File: config.mk
export PLATFORM = sky130hd
export DESIGN_NAME = shift_arb_seq_flat
export DESIGN_NICKNAME = d
export VERILOG_FILES = /design/src/rtl/shift_arb_seq_if.sv /design/src/rtl/shift_arb_seq.sv /design/src/flat_wrapper.sv
export SDC_FILE = /design/constraint.sdc
export NUM_CORES = 1
export LEC_CHECK = 0
export BUFFER_PORTS_ARGS = -buffer_cell sky130_fd_sc_hd__buf_2
export CORE_UTILIZATION = 35
export CTS_CLUSTER_SIZE = 30
export DETAILED_ROUTE_END_ITERATION = 16
export GPL_TIMING_DRIVEN = 0
export PLACE_DENSITY = 0.63
export SYNTH_ARGS = -nofsm -noshare
export SYNTH_HDL_FRONTEND = slang
export SYNTH_SLANG_ARGS = --single-unit
File: constraint.sdc
create_clock -name clk -period 2.9 [get_ports clk]
set_clock_uncertainty 0.2 [all_clocks]
set_input_delay 0.87 -clock clk [delete_from_list [all_inputs] [get_ports clk]]
set_output_delay 0.87 -clock clk [all_outputs]
set_load 0.02 [all_outputs]
File: src/rtl/shift_arb_seq_if.sv
// Handshake/bus bundle between two shift clients and the shared shift_arb_seq sequencer.
// master = client side, slave = sequencer side.
interface shift_arb_seq_if #(
    parameter int WIDTH = 8,
    parameter int AMT_W = 3
);
    logic             req_0;
    logic [WIDTH-1:0] data_0;
    logic [AMT_W-1:0] amt_0;
    logic [1:0]       op_0;
    logic             req_1;
    logic [WIDTH-1:0] data_1;
    logic [AMT_W-1:0] amt_1;
    logic [1:0]       op_1;
    logic             gnt_0;
    logic             gnt_1;
    logic             busy;
    logic             done;
    logic             out_id;
    logic [WIDTH-1:0] result;

    modport master (
        output req_0, data_0, amt_0, op_0,
        output req_1, data_1, amt_1, op_1,
        input  gnt_0, gnt_1, busy, done, out_id, result
    );

    modport slave (
        input  req_0, data_0, amt_0, op_0,
        input  req_1, data_1, amt_1, op_1,
        output gnt_0, gnt_1, busy, done, out_id, result
    );
endinterface

File: src/rtl/shift_arb_seq.sv
// Round-robin two-requester scheduler sharing one iterative (bit-per-cycle) shifter.
// Optional macro SHIFT_FAST2_EN: retire two shift steps per cycle while two or more remain.
//
// state | meaning
// IDLE  | waiting for a request; grants are combinational here only
// SHIFT | applying shift steps, count holds remaining steps
// DONE  | result valid, done pulse, returns to IDLE next edge
module shift_arb_seq #(
    parameter int WIDTH = 8,
    parameter int AMT_W = 3
) (
    input  logic           clk,
    input  logic           rst,
    shift_arb_seq_if.slave bus
);

    typedef enum logic [1:0] {
        S_IDLE  = 2'd0,
        S_SHIFT = 2'd1,
        S_DONE  = 2'd2
    } state_t;

    localparam logic [1:0] OP_SLL = 2'b00;
    localparam logic [1:0] OP_SRL = 2'b01;
    localparam logic [1:0] OP_SRA = 2'b10;

    state_t           state_q, state_d;
    logic [WIDTH-1:0] work_q, work_d;
    logic [AMT_W-1:0] count_q, count_d;
    logic [1:0]       op_q, op_d;
    logic             id_q, id_d;
    logic             last_gnt_q, last_gnt_d;
    logic [WIDTH-1:0] result_q, result_d;
    logic             out_id_q, out_id_d;
    logic             win_0, win_1;
    logic             sel;
    logic [AMT_W-1:0] amt_sel;

    function automatic logic [WIDTH-1:0] step1(input logic [WIDTH-1:0] v, input logic [1:0] op);
        logic [WIDTH-1:0] r;
        case (op)
            OP_SLL:  r = {v[WIDTH-2:0], 1'b0};
            OP_SRL:  r = {1'b0, v[WIDTH-1:1]};
            OP_SRA:  r = {v[WIDTH-1], v[WIDTH-1:1]};
            default: r = {v[WIDTH-2:0], v[WIDTH-1]};
        endcase
        return r;
    endfunction

    // Tie goes to whichever requester was not granted last.
    always_comb begin
        win_0 = bus.req_0 && (!bus.req_1 || last_gnt_q);
        win_1 = bus.req_1 && (!bus.req_0 || !last_gnt_q);
    end

    always_comb begin
        state_d    = state_q;
        work_d     = work_q;
        count_d    = count_q;
        op_d       = op_q;
        id_d       = id_q;
        last_gnt_d = last_gnt_q;
        result_d   = result_q;
        out_id_d   = out_id_q;
        sel        = win_1;
        amt_sel    = win_1 ? bus.amt_1 : bus.amt_0;

        case (state_q)
            S_IDLE: begin
                if (win_0 || win_1) begin
                    id_d       = sel;
                    last_gnt_d = sel;
                    work_d     = sel ? bus.data_1 : bus.data_0;
                    op_d       = sel ? bus.op_1 : bus.op_0;
                    count_d    = amt_sel;
                    state_d    = (amt_sel == '0) ? S_DONE : S_SHIFT;
                end
            end
            S_SHIFT: begin
`ifdef SHIFT_FAST2_EN
                if (count_q >= AMT_W'(2)) begin
                    work_d  = step1(step1(work_q, op_q), op_q);
                    count_d = count_q - AMT_W'(2);
                    if (count_q == AMT_W'(2)) state_d = S_DONE;
                end else begin
                    work_d  = step1(work_q, op_q);
                    count_d = count_q - AMT_W'(1);
                    state_d = S_DONE;
                end
`else
                work_d  = step1(work_q, op_q);
                count_d = count_q - AMT_W'(1);
                if (count_q == AMT_W'(1)) state_d = S_DONE;
`endif
            end
            S_DONE:  state_d = S_IDLE;
            default: state_d = S_IDLE;
        endcase

        // Result and owner are captured on DONE entry so they hold until the next done.
        if (state_d == S_DONE && state_q != S_DONE) begin
            result_d = work_d;
            out_id_d = id_d;
        end
    end

    always_ff @(posedge clk or posedge rst) begin
        if (rst) begin
            state_q    <= S_IDLE;
            work_q     <= '0;
            count_q    <= '0;
            op_q       <= '0;
            id_q       <= 1'b0;
            last_gnt_q <= 1'b1;
            result_q   <= '0;
            out_id_q   <= 1'b0;
        end else begin
            state_q    <= state_d;
            work_q     <= work_d;
            count_q    <= count_d;
            op_q       <= op_d;
            id_q       <= id_d;
            last_gnt_q <= last_gnt_d;
            result_q   <= result_d;
            out_id_q   <= out_id_d;
        end
    end

    assign bus.gnt_0  = (state_q == S_IDLE) && win_0;
    assign bus.gnt_1  = (state_q == S_IDLE) && win_1;
    assign bus.busy   = (state_q != S_IDLE);
    assign bus.done   = (state_q == S_DONE);
    assign bus.out_id = out_id_q;
    assign bus.result = result_q;

endmodule

File: src/flat_wrapper.sv
// flat-port wrapper written by rule: the top's interface ports become plain ports
module shift_arb_seq_flat 
#(
    parameter int WIDTH = 8,
    parameter int AMT_W = 3
)
  (clk, rst, bus_req_0, bus_data_0, bus_amt_0, bus_op_0, bus_req_1, bus_data_1, bus_amt_1, bus_op_1, bus_gnt_0, bus_gnt_1, bus_busy, bus_done, bus_out_id, bus_result);
  shift_arb_seq_if #(.WIDTH(WIDTH), .AMT_W(AMT_W)) bus_i ();
  input  logic clk;
  input  logic rst;
  input wire logic [$bits(bus_i.req_0)-1:0] bus_req_0;
  input wire logic [$bits(bus_i.data_0)-1:0] bus_data_0;
  input wire logic [$bits(bus_i.amt_0)-1:0] bus_amt_0;
  input wire logic [$bits(bus_i.op_0)-1:0] bus_op_0;
  input wire logic [$bits(bus_i.req_1)-1:0] bus_req_1;
  input wire logic [$bits(bus_i.data_1)-1:0] bus_data_1;
  input wire logic [$bits(bus_i.amt_1)-1:0] bus_amt_1;
  input wire logic [$bits(bus_i.op_1)-1:0] bus_op_1;
  output wire logic [$bits(bus_i.gnt_0)-1:0] bus_gnt_0;
  output wire logic [$bits(bus_i.gnt_1)-1:0] bus_gnt_1;
  output wire logic [$bits(bus_i.busy)-1:0] bus_busy;
  output wire logic [$bits(bus_i.done)-1:0] bus_done;
  output wire logic [$bits(bus_i.out_id)-1:0] bus_out_id;
  output wire logic [$bits(bus_i.result)-1:0] bus_result;
  assign bus_i.req_0 = bus_req_0;
  assign bus_i.data_0 = bus_data_0;
  assign bus_i.amt_0 = bus_amt_0;
  assign bus_i.op_0 = bus_op_0;
  assign bus_i.req_1 = bus_req_1;
  assign bus_i.data_1 = bus_data_1;
  assign bus_i.amt_1 = bus_amt_1;
  assign bus_i.op_1 = bus_op_1;
  assign bus_gnt_0 = bus_i.gnt_0;
  assign bus_gnt_1 = bus_i.gnt_1;
  assign bus_busy = bus_i.busy;
  assign bus_done = bus_i.done;
  assign bus_out_id = bus_i.out_id;
  assign bus_result = bus_i.result;
  shift_arb_seq #(.WIDTH(WIDTH), .AMT_W(AMT_W)) u_core (.clk(clk), .rst(rst), .bus(bus_i));
endmodule
==> results of run 1 <==
## cell families (layout without fill, tap and decap cells)
logic type | after synthesis | count (layout) | synth area share
AND/OR/NAND/NOR | 37 | 37 | 0.127
AO/OA/AOI/OAI | 45 | 45 | 0.234
multiplexers | 15 | 15 | 0.123
buffers and inverters | 11 | 58 | 0.0400
XOR/XNOR | 1 | 1 | 0.00609
adder cells (fa/ha/maj) | 2 | 2 | 0.0174
flip-flops | 26 | 26 | 0.453
## layout make-up
class	instances	share of cell area
clock inverters	1	0.0165
clock buffers	3	0.0227
repair buffers	44	0.125
flip-flops and latches	26	0.360
multi-input cells	100	0.411
plain buffers	5	0.0193
inverters	5	0.0131
well taps	48	0.0330
## timing repair
action,4_1_cts,5_1_grt
resized for setup,7,4
gates cloned,0,0
setup endpoints to repair,2,2
pin swaps,1,1
setup buffers,0,2
hold endpoints to repair,0,0
## cell usage in the layout (no fill, tap or decap), types with 4 or more instances in the layout
| cell type | count |
|---|---|
| a22oi_1 | 13 |
| nor2_1 | 6 |
| mux2_2 | 9 |
| nand2_1 | 12 |
| a31oi_1 | 8 |
| a211oi_1 | 8 |
| nor2b_1 | 6 |
| inv_1 | 4 |
| dfrtp_1 | 23 |
| buf_2 | 42 |
## where the power goes
part	leakage [nW]	internal [mW]	switching (mW)
clock network	0.0357	0.185	0.120
logic	0.524	0.504	0.579
registers	0.304	0.557	0.159
## through the flow
step | setup slack (ns) | power, mW | util | hold WS (ns) | setup TNS [ns]
final | 0.0296 | 2.10 | 0.479 | 0.290 | 0
after global routing | 0.00699 | 2.26 | 0.479 | 0.315 | 0
after CTS | 0.00288 | 2.08 | 0.473 | 0.290 | 0
after detailed placement | -0.424 | 1.76 | 0.450 | 0.268 | -0.563
after global placement | -0.421 | 1.73 | 0.450 | 0.255 | -0.542
after floorplan | 0.0729 | 1.47 | - | 0.246 | 0
## registers in the layout, summed over array words and instances (netlist names)
name,flops
u_core.last_gnt_q,1
u_core.state_q,2
u_core.bus.result,8
u_core.bus.out_id,1
u_core.op_q,2
u_core.count_q,3
u_core.id_q,1
u_core.work_q,8
## layer usage
| layer | up-vias | track usage | wire [um] | part of all wire |
|---|---|---|---|---|
| met5 | - | 0 | 0 | 0 |
| met4 | 0 | 0.0479 | 26 | 0.0072 |
| met3 | 4 | 0.0448 | 174 | 0.048 |
| met2 | 32 | 0.291 | 1840 | 0.51 |
| met1 | 638 | 0.246 | 1580 | 0.44 |
| li1 | 612 | - | - | - |
## worst paths after layout
check | start | end | slack (ns) | cells after the start
max reg2reg | u_core.state_q[0] | u_core.bus.out_id | 0.70 | 7
max | bus_req_1 | bus_gnt_0 | 0.03 | 5
min reg2reg | u_core.id_q | u_core.id_q | 0.29 | 1
min | u_core.id_q | u_core.id_q | 0.29 | 1
min in group asynchronous | rst | u_core.bus.result[2] | 0.60 | 2
max in group asynchronous | rst | u_core.state_q[0] | 1.23 | 2
## worst max-delay path, cell delays in order
cell     delay, ns
buf_2         0.13
nor2b_2       0.17
or3_4         0.37
inv_6         0.10
buf_4         0.15
==> key figures, run 1 <==
Clocking
  – CTS root buffer: clkbuf_8
  – Clock tree buffer depth: 2
  – Clock Sinks: 26
  – Worst-path clk slew: around 0.09 ns
  – Clk_lat worst skew: around 0.28 ns
  – H-tree levels: 1
  – TritonCTS buffer count: 3
  – Hold_buf cts: 0
  – TritonCTS clock tree: done

Critical path
  – Max FO, Critical Path: 8
  – CP Class: input pin to primary output
  – Critical Path RT: about 1.8 ns
  – Crit start category: input pin
  – Crit. End Element: primary output
  – WP data arrival: roughly 1.8 ns

STA
  – Period utilisation layout: 0.990
  – Final Hold Vio Count: 0
  – Fmax: approximately 350 MHz
  – Slew margin rel.: 0.341
  – Slew Viols, Final: 0
  – Final setup violation count: 0
  – Worst-margin pin slew: 0.987 ns
  – Fin crit period: 2.87 ns
  – RSZ-0062 raised after global routing: no

Global routing
  – Initial antenna violation count: 0
  – First-pass GRT wire length: ~6000 um
  – GRT Util Overall: 0.182
  – Vias in the first global route: 1268
  – Largest net degree at the start of global routing: 27
  – Grt ovf: 0

Synthesis
  – Top-count cell post-synth: dfrtp_1
  – Number of flops mapped to enable cells by yosys: 0
  – Syn Std Cell Area: 1440 um2
  – Synth unique cells: 36
  – Commonest cells post-synth: dfrtp_1, a22oi_1, nand2_1
  – Ys flop type: dfrtp_1
  – Post-Syn Nets: between 150 and 200
  – YS warnings: 0
  – Avg Cell Area, Syn: between 10 and 15 um2
  – Share of synthesized registers carrying an async set or reset: 1.00
  – Post-Syn Instances: between 100 and 150
  – Ranking of synthesized cells by area: dfrtp_1, mux2_2, a22oi_1
  – Yosys reg bits: 26
  – Largest area contributor in the netlist: dfrtp_1
  – Post-synthesis sequential area ratio: 0.453
  – Top cell type's share of synthesized area: 0.435

Power
  – Cell area power density: ~1200 nW/um2
  – Lkg Pwr: approximately 0.86 nW
  – Max IR drop VDD: between 0.0005 and 0.0006 V

Place
  – Final GP Congestion: a little over 0.8
  – Post-DP HPWL: between 2000 and 3000 um
  – Post-Place Cells: ~230
  – Port Buf Inserts: 42
  – Placed Area: about 1700 um2

Cells and area
  – Ant. Diodes: 0
  – Layout net count: 217
  – Final Cell Area: 1820 um2
  – Finished Layout Cells: ~230
  – Layout cell share with drive strength beyond 1: 0.386
  – Multi-input gate area: roughly 750 um2
  – Area occupied by registers: between 600 and 700 um2
  – Area delta synth->final: 26.4%
  – Fillers: 366

Detailed routing
  – DRC Markers: 0
  – Final wirelength: about 3600 um
  – Remaining antenna violation count: 0
  – First-pass DRT Iterations: 4
  – DR WL/cell: ~16 um
  – DR vias/cell: 5.54
  – Vias: 1286
  – Drt first-iter violations: 66

Die
  – Row count: 22
  – Die area: between 4000 and 5000 um2
  – I/O pin total: 43
  – Die width: 66.1 um
  – Initial Util: 0.379
  – CORE AREA: about 3800 um2
  – Die height: ~66 um

Flow run
  – Max-capacitance violation count: 0

Hold path
  – Hold Path Class: register to register

Status
  – Status: complete, no violations
(Power assumes the default switching activity.)
==> run 2, diff against run 1 <==
- PLACE_DENSITY: 0.63 -> not set
==> key figures, run 2 (synthesis gave the netlist of run 1 again) <==
Critical path
  – WP data arrival: 1.78 ns (-0.02 ns)
  – Crit. End Element: primary output
  – CP peak stage delay: 0.37 ns (about the same)
  – Crit-path leading delay family: simple AND/OR/NAND/NOR gates
  – Critical Path RT: 1.83 ns (about the same)
  – Critical path, cell by cell: buf_2, nor2b_1, or3_4, clkinv_4, buf_4
  – CP Class: input pin to primary output
  – CP max-delay cell: or3_4
  – Max FO, Critical Path: 8 (unchanged)
  – Crit start category: input pin
  – Flop-to-flop setup slack: 0.68 ns (-0.02 ns)
  – Worst Path Buf+Inv: 3 (unchanged)

Place
  – Post-DP HPWL: 2600 um (-1.3%)
  – Port Buf Inserts: 42 (unchanged)
  – Final GP Congestion: 0.790 (-2.8%)
  – Post-Place Worst Slack: -0.529 ns (-0.105 ns)
  – Placed Area: 1710 um2 (unchanged)

Die
  – CORE AREA: 3800 um2 (unchanged)
  – Row count: 22 (unchanged)
  – Die height: 66.1 um (unchanged)
  – Initial Util: 0.379 (unchanged)
  – Die area: 4370 um2 (unchanged)
  – Die width: 66.1 um (unchanged)
  – I/O pin total: 43 (unchanged)

Clocking
  – Clock tree buffer depth: 2 (unchanged)
  – Clk_lat worst skew: 0.27 ns (about the same)
  – TritonCTS buffer count: 3 (unchanged)
  – CTS root buffer: clkbuf_8
  – Worst-path clk slew: 0.09 ns (about the same)
  – Clock Sinks: 26 (unchanged)
  – H-tree levels: 1 (unchanged)
  – Hold_buf cts: 0 (unchanged)
  – TritonCTS clock tree: done

STA
  – Final WS setup: 0.0506 ns (+0.0210 ns)
  – Fmax: 351 MHz (+0.74%)
  – Final setup violation count: 0 (unchanged)
  – Slew margin rel.: 0.326 (-0.0155)
  – Final Hold Vio Count: 0 (unchanged)
  – RSZ-0062 raised after global routing: no
  – Worst-margin pin slew: 1.01 ns (+0.0233 ns)
  – Period utilisation layout: 0.983 (-0.00724)
  – Slew Viols, Final: 0 (unchanged)
  – Fin crit period: 2.85 ns (-0.0210 ns)

Power
  – Lkg Pwr: 0.849 nW (-1.7%)
  – Max IR drop VDD: 0.000398 V (-22%)
  – Final total power: 2.01 mW (-4.7%)
  – Cell area power density: 1120 nW/um2 (-3.1%)

Global routing
  – Initial antenna violation count: 0 (unchanged)
  – Vias in the first global route: 1220 (-3.8%)
  – Largest net degree at the start of global routing: 27 (unchanged)
  – First-pass GRT wire length: 5810 um (-2.2%)
  – Grt ovf: 0 (unchanged)
  – GRT Util Overall: 0.176 (-0.00648)

Detailed routing
  – Vias: 1274 (-0.93%)
  – DRC Markers: 0 (unchanged)
  – Final wirelength: 3500 um (-3.3%)
  – DR WL/cell: 15.2 um (-2.8%)
  – Remaining antenna violation count: 0 (unchanged)
  – First-pass DRT Iterations: 5 (+1)
  – Drt first-iter violations: 50 (-24%)
  – DR vias/cell: 5.52 (-0.50%)

Hold path
  – Hold Path Class: register to register

Cells and area
  – Area delta synth->final: 24.4%
  – Most frequent cells in the layout: buf_2, dfrtp_1, a22oi_1
  – Final Cell Area: 1790 um2 (-1.6%)
  – Layout net count: 216 (-0.46%)
  – Ant. Diodes: 0 (unchanged)
  – Most common cell after layout, fill and taps aside: buf_2
  – Layout cell share with drive strength beyond 1: 0.372 (-0.0143)

Flow run
  – Max-capacitance violation count: 0 (unchanged)

Status
  – Status: complete, no violations
run 2: cell types whose count changed in the layout (fill, tap and decap cells not counted), sizes merged:
| cell | before | now |
|---|---|---|
| clkbuf | 5 | 6 |
| clkinv | 0 | 1 |
| bufinv | 1 | 0 |
| inv | 5 | 4 |
| buf | 47 | 46 |
run 2: cell type report:
class                           count  area (um2)
Timing Repair Buffer               43         220
Inverter                            5        23.8
Sequential cell                    26         654
Clock buffer                        4        55.1
Fill cell                         370        2010
Tap cell                           48        60.1
Buffer                              5        35.0
Multi-Input combinational cell    100         742
run 2: path summary, 6_finish.rpt:
kind	startpoint	endpoint	depth (start not counted)
worst max register to register	u_core.state_q[1]	u_core.bus.result[0]	7
max in group asynchronous	rst	u_core.state_q[0]	2
worst max-delay path	bus_req_1	bus_gnt_0	5
worst min register to register	u_core.id_q	u_core.id_q	1
worst min-delay path	u_core.id_q	u_core.id_q	1
min in group asynchronous	rst	u_core.bus.out_id	2
run 2: routing by layer:
metal	vias to the layer above	track usage	part of all wire
met3	5	0.0172	0.041
li1	613	-	-
met4	0	0.0559	0.012
met5	-	0	0
met1	620	0.234	0.47
met2	36	0.298	0.47
run 2: per-stage QoR:
step | std cells | setup TNS [ns] | hold WS (ns) | utilization
after floorplan | 137 | 0 | 0.246 | -
after global placement | 227 | -0.591 | 0.260 | 0.450
after detailed placement | 227 | -0.688 | 0.266 | 0.450
after CTS | 231 | 0 | 0.286 | 0.471
after global routing | 231 | 0 | 0.310 | 0.471
final | 231 | 0 | 0.282 | 0.471
run 2: timing repair:
| item | 4_1_cts | 5_1_grt |
|---|---|---|
| setup endpoints to repair | 2 | 0 |
| buffers inserted | 1 | 0 |
| resized for setup | 8 | 0 |
run 2: report_power, final:
part / total (mW) / internal [mW] / leakage [nW] / switching [mW]
combinational: 1.06 / 0.490 / 0.517 / 0.569
clock: 0.235 / 0.121 / 0.0288 / 0.114
sequential: 0.711 / 0.557 / 0.304 / 0.154
run 2: worst reg2reg max path, cell delays in order, from the launching register on:
cell and delay (ns):
dfrtp_2 0.46, nor2b_1 0.12, buf_2 0.21, and2_1 0.15, clkbuf_1 0.35, a21o_1 0.16, buf_6 0.15, mux2_4 0.31
==> run 3, diff against run 2 <==
- CORE_UTILIZATION: 35 -> 46
- PLACE_DENSITY: not set -> 0.75
- clock period: 2.9 -> 2.3 ns (I/O delays scaled with it)
==> key figures, run 3 (synthesis gave the netlist of run 1 again) <==
Critical path
  – CP Class: register to primary output
  – Max FO, Critical Path: 2 (-6)
  – Worst Path Buf+Inv: 2 (-1)
  – Crit. End Element: primary output
  – Critical path, cell by cell: or2_4, or3_4, clkinv_4, buf_6
  – WP data arrival: 1.58 ns (-0.20 ns)
  – Crit start category: register
  – CP peak stage delay: 0.44 ns (+0.07 ns)
  – Crit-path leading delay family: simple AND/OR/NAND/NOR gates
  – Critical Path RT: 1.41 ns (-0.42 ns)
  – CP max-delay cell: dfrtp_2

Status
  – Failing checks: design-rule violations, negative setup slack
  – Status: finished with violations

Cells and area
  – Most common cell after layout, fill and taps aside: buf_2
  – Ant. Diodes: 0 (unchanged)
  – Layout net count: 229 (+6.0%)
  – Most frequent cells in the layout: buf_2, dfrtp_1, buf_4
  – Layout cell share with drive strength beyond 1: 0.434 (+0.0621)
  – Final Cell Area: 1870 um2 (+4.6%)
  – Area delta synth->final: 30.2%
  – Fillers: 241 (-35%)

Die
  – Die area: 3360 um2 (-23%)
  – CORE AREA: 2850 um2 (-25%)
  – Row count: 19 (-14%)
  – Initial Util: 0.504 (+0.126)
  – I/O pin total: 43 (unchanged)
  – Die width: 57.9 um (-12%)
  – Die height: 57.9 um (-12%)

Clocking
  – Worst-path clk slew: 0.15 ns (+0.06 ns)
  – Clk_lat worst skew: 0.33 ns (+0.06 ns)
  – Clock tree buffer depth: 2 (unchanged)
  – TritonCTS buffer count: 3 (unchanged)
  – TritonCTS clock tree: done
  – Hold_buf cts: 0 (unchanged)
  – H-tree levels: 1 (unchanged)
  – CTS root buffer: clkbuf_4
  – Clock Sinks: 26 (unchanged)

STA
  – Worst-margin pin slew: 0.988 ns (-0.0223 ns)
  – Final Hold Vio Count: 0 (unchanged)
  – Setup TNS: -0.263 ns (-0.263 ns)
  – Final WS setup: -0.166 ns (-0.216 ns)
  – Final setup violation count: 3 (+3)
  – Fmax: 406 MHz
  – Period utilisation layout: 1.07
  – RSZ-0062 raised after global routing: yes
  – Slew margin rel.: 0.341 (+0.0149)
  – Fin crit period: between 2 and 2.5 ns
  – Slew Viols, Final: 0 (unchanged)

Power
  – Cell area power density: 1410 nW/um2 (+26%)
  – Final total power: 2.65 mW (+32%)
  – Lkg Pwr: 0.918 nW (+8.0%)
  – Max IR drop VDD: 0.000764 V (+92%)

Detailed routing
  – DRC Markers: 3 (+3)
  – First-pass DRT Iterations: 10 (+5)
  – Vias: 1347 (+5.7%)
  – Drt first-iter violations: 50 (unchanged)
  – DR WL/cell: 16.6 um (+9.8%)
  – Final wirelength: 3780 um (+7.9%)
  – Remaining antenna violation count: 0 (unchanged)
  – DR vias/cell: 5.93 (+7.6%)

Flow run
  – Max-capacitance violation count: 0 (unchanged)

Global routing
  – Vias in the first global route: 1242 (+1.8%)
  – Initial antenna violation count: 0 (unchanged)
  – Largest net degree at the start of global routing: 27 (unchanged)
  – GRT Util Overall: 0.235 (+0.0591)
  – Grt ovf: 0 (unchanged)
  – First-pass GRT wire length: 5880 um (+1.2%)

Hold path
  – Hold Path Class: register to register

Place
  – Placed Area: 1690 um2 (-0.95%)
  – Final GP Congestion: 0.788 (-0.22%)
  – Port Buf Inserts: 42 (unchanged)
  – Post-Place Worst Slack: -0.463 ns (+0.0670 ns)
  – Post-DP HPWL: 2490 um (-4.1%)
-- run 3: cell count changes in the layout (fill, tap and decap cells not counted), sizes merged --
cell and change:
clkbuf -1, buf +14
-- run 3: area by class of cell --
type,instances,area [um2],area share
inverter,5,23.8,0.0127
tap,31,38.8,0.0207
clock buffer,4,36.3,0.0194
buffer,4,32.5,0.0174
sequential,26,654,0.349
timing repair buffer,57,342,0.182
multi-input combinational,100,746,0.398
-- run 3: layer usage --
metal  wire length, um  share of wire  global-route usage  up-vias
li1                  -              -                   -      637
met1              1690           0.45               0.311      667
met2              1870           0.49               0.394       39
met3               209          0.055              0.0603        4
met4                14         0.0037              0.0442        0
met5                 0              0                   0        -
-- run 3: stage by stage --
| step | utilization | hold WS [ns] | cells |
|---|---|---|---|
| 2_1_floorplan | - | 0.246 | 137 |
| 3_3_place_gp | 0.593 | 0.259 | 210 |
| 3_5_place_dp | 0.593 | 0.272 | 210 |
| 4_1_cts | 0.631 | 0.304 | 219 |
| 5_1_grt | 0.657 | 0.318 | 227 |
| 6_report | 0.657 | 0.295 | 227 |
-- run 3: final timing paths --
path	from	endpoint	slack, ns	cells past startpoint
min in group asynchronous	rst	u_core.bus.result[3]	0.36	2
setup / recovery	u_core.state_q[0]	bus_gnt_0	-0.17	4
hold / removal	u_core.id_q	u_core.id_q	0.30	1
hold reg to reg	u_core.id_q	u_core.id_q	0.30	1
setup reg to reg	u_core.last_gnt_q	u_core.bus.result[0]	0.05	7
max in group asynchronous	rst	u_core.state_q[1]	0.88	2
-- run 3: power breakdown --
part / internal, mW / switching, mW
sequential: 0.699 / 0.177
combinational: 0.742 / 0.787
clock: 0.0971 / 0.145
total: 1.54 / 1.11
-- run 3: what timing repair did --
| action | in CTS | in global routing |
|---|---|---|
| resized for setup | 10 | 5 |
| buffers inserted | 6 | 9 |
| pin swaps | 3 | 2 |
| endpoints found under the setup margin | 2 | 4 |
-- run 3: worst reg2reg max path, cell delays in order, from the launching register on --
cell,delay [ns]
dfstp_2,0.58
a21bo_1,0.13
buf_6,0.12
buf_4,0.13
mux2_4,0.36
a21o_1,0.20
buf_6,0.14
mux2_4,0.30
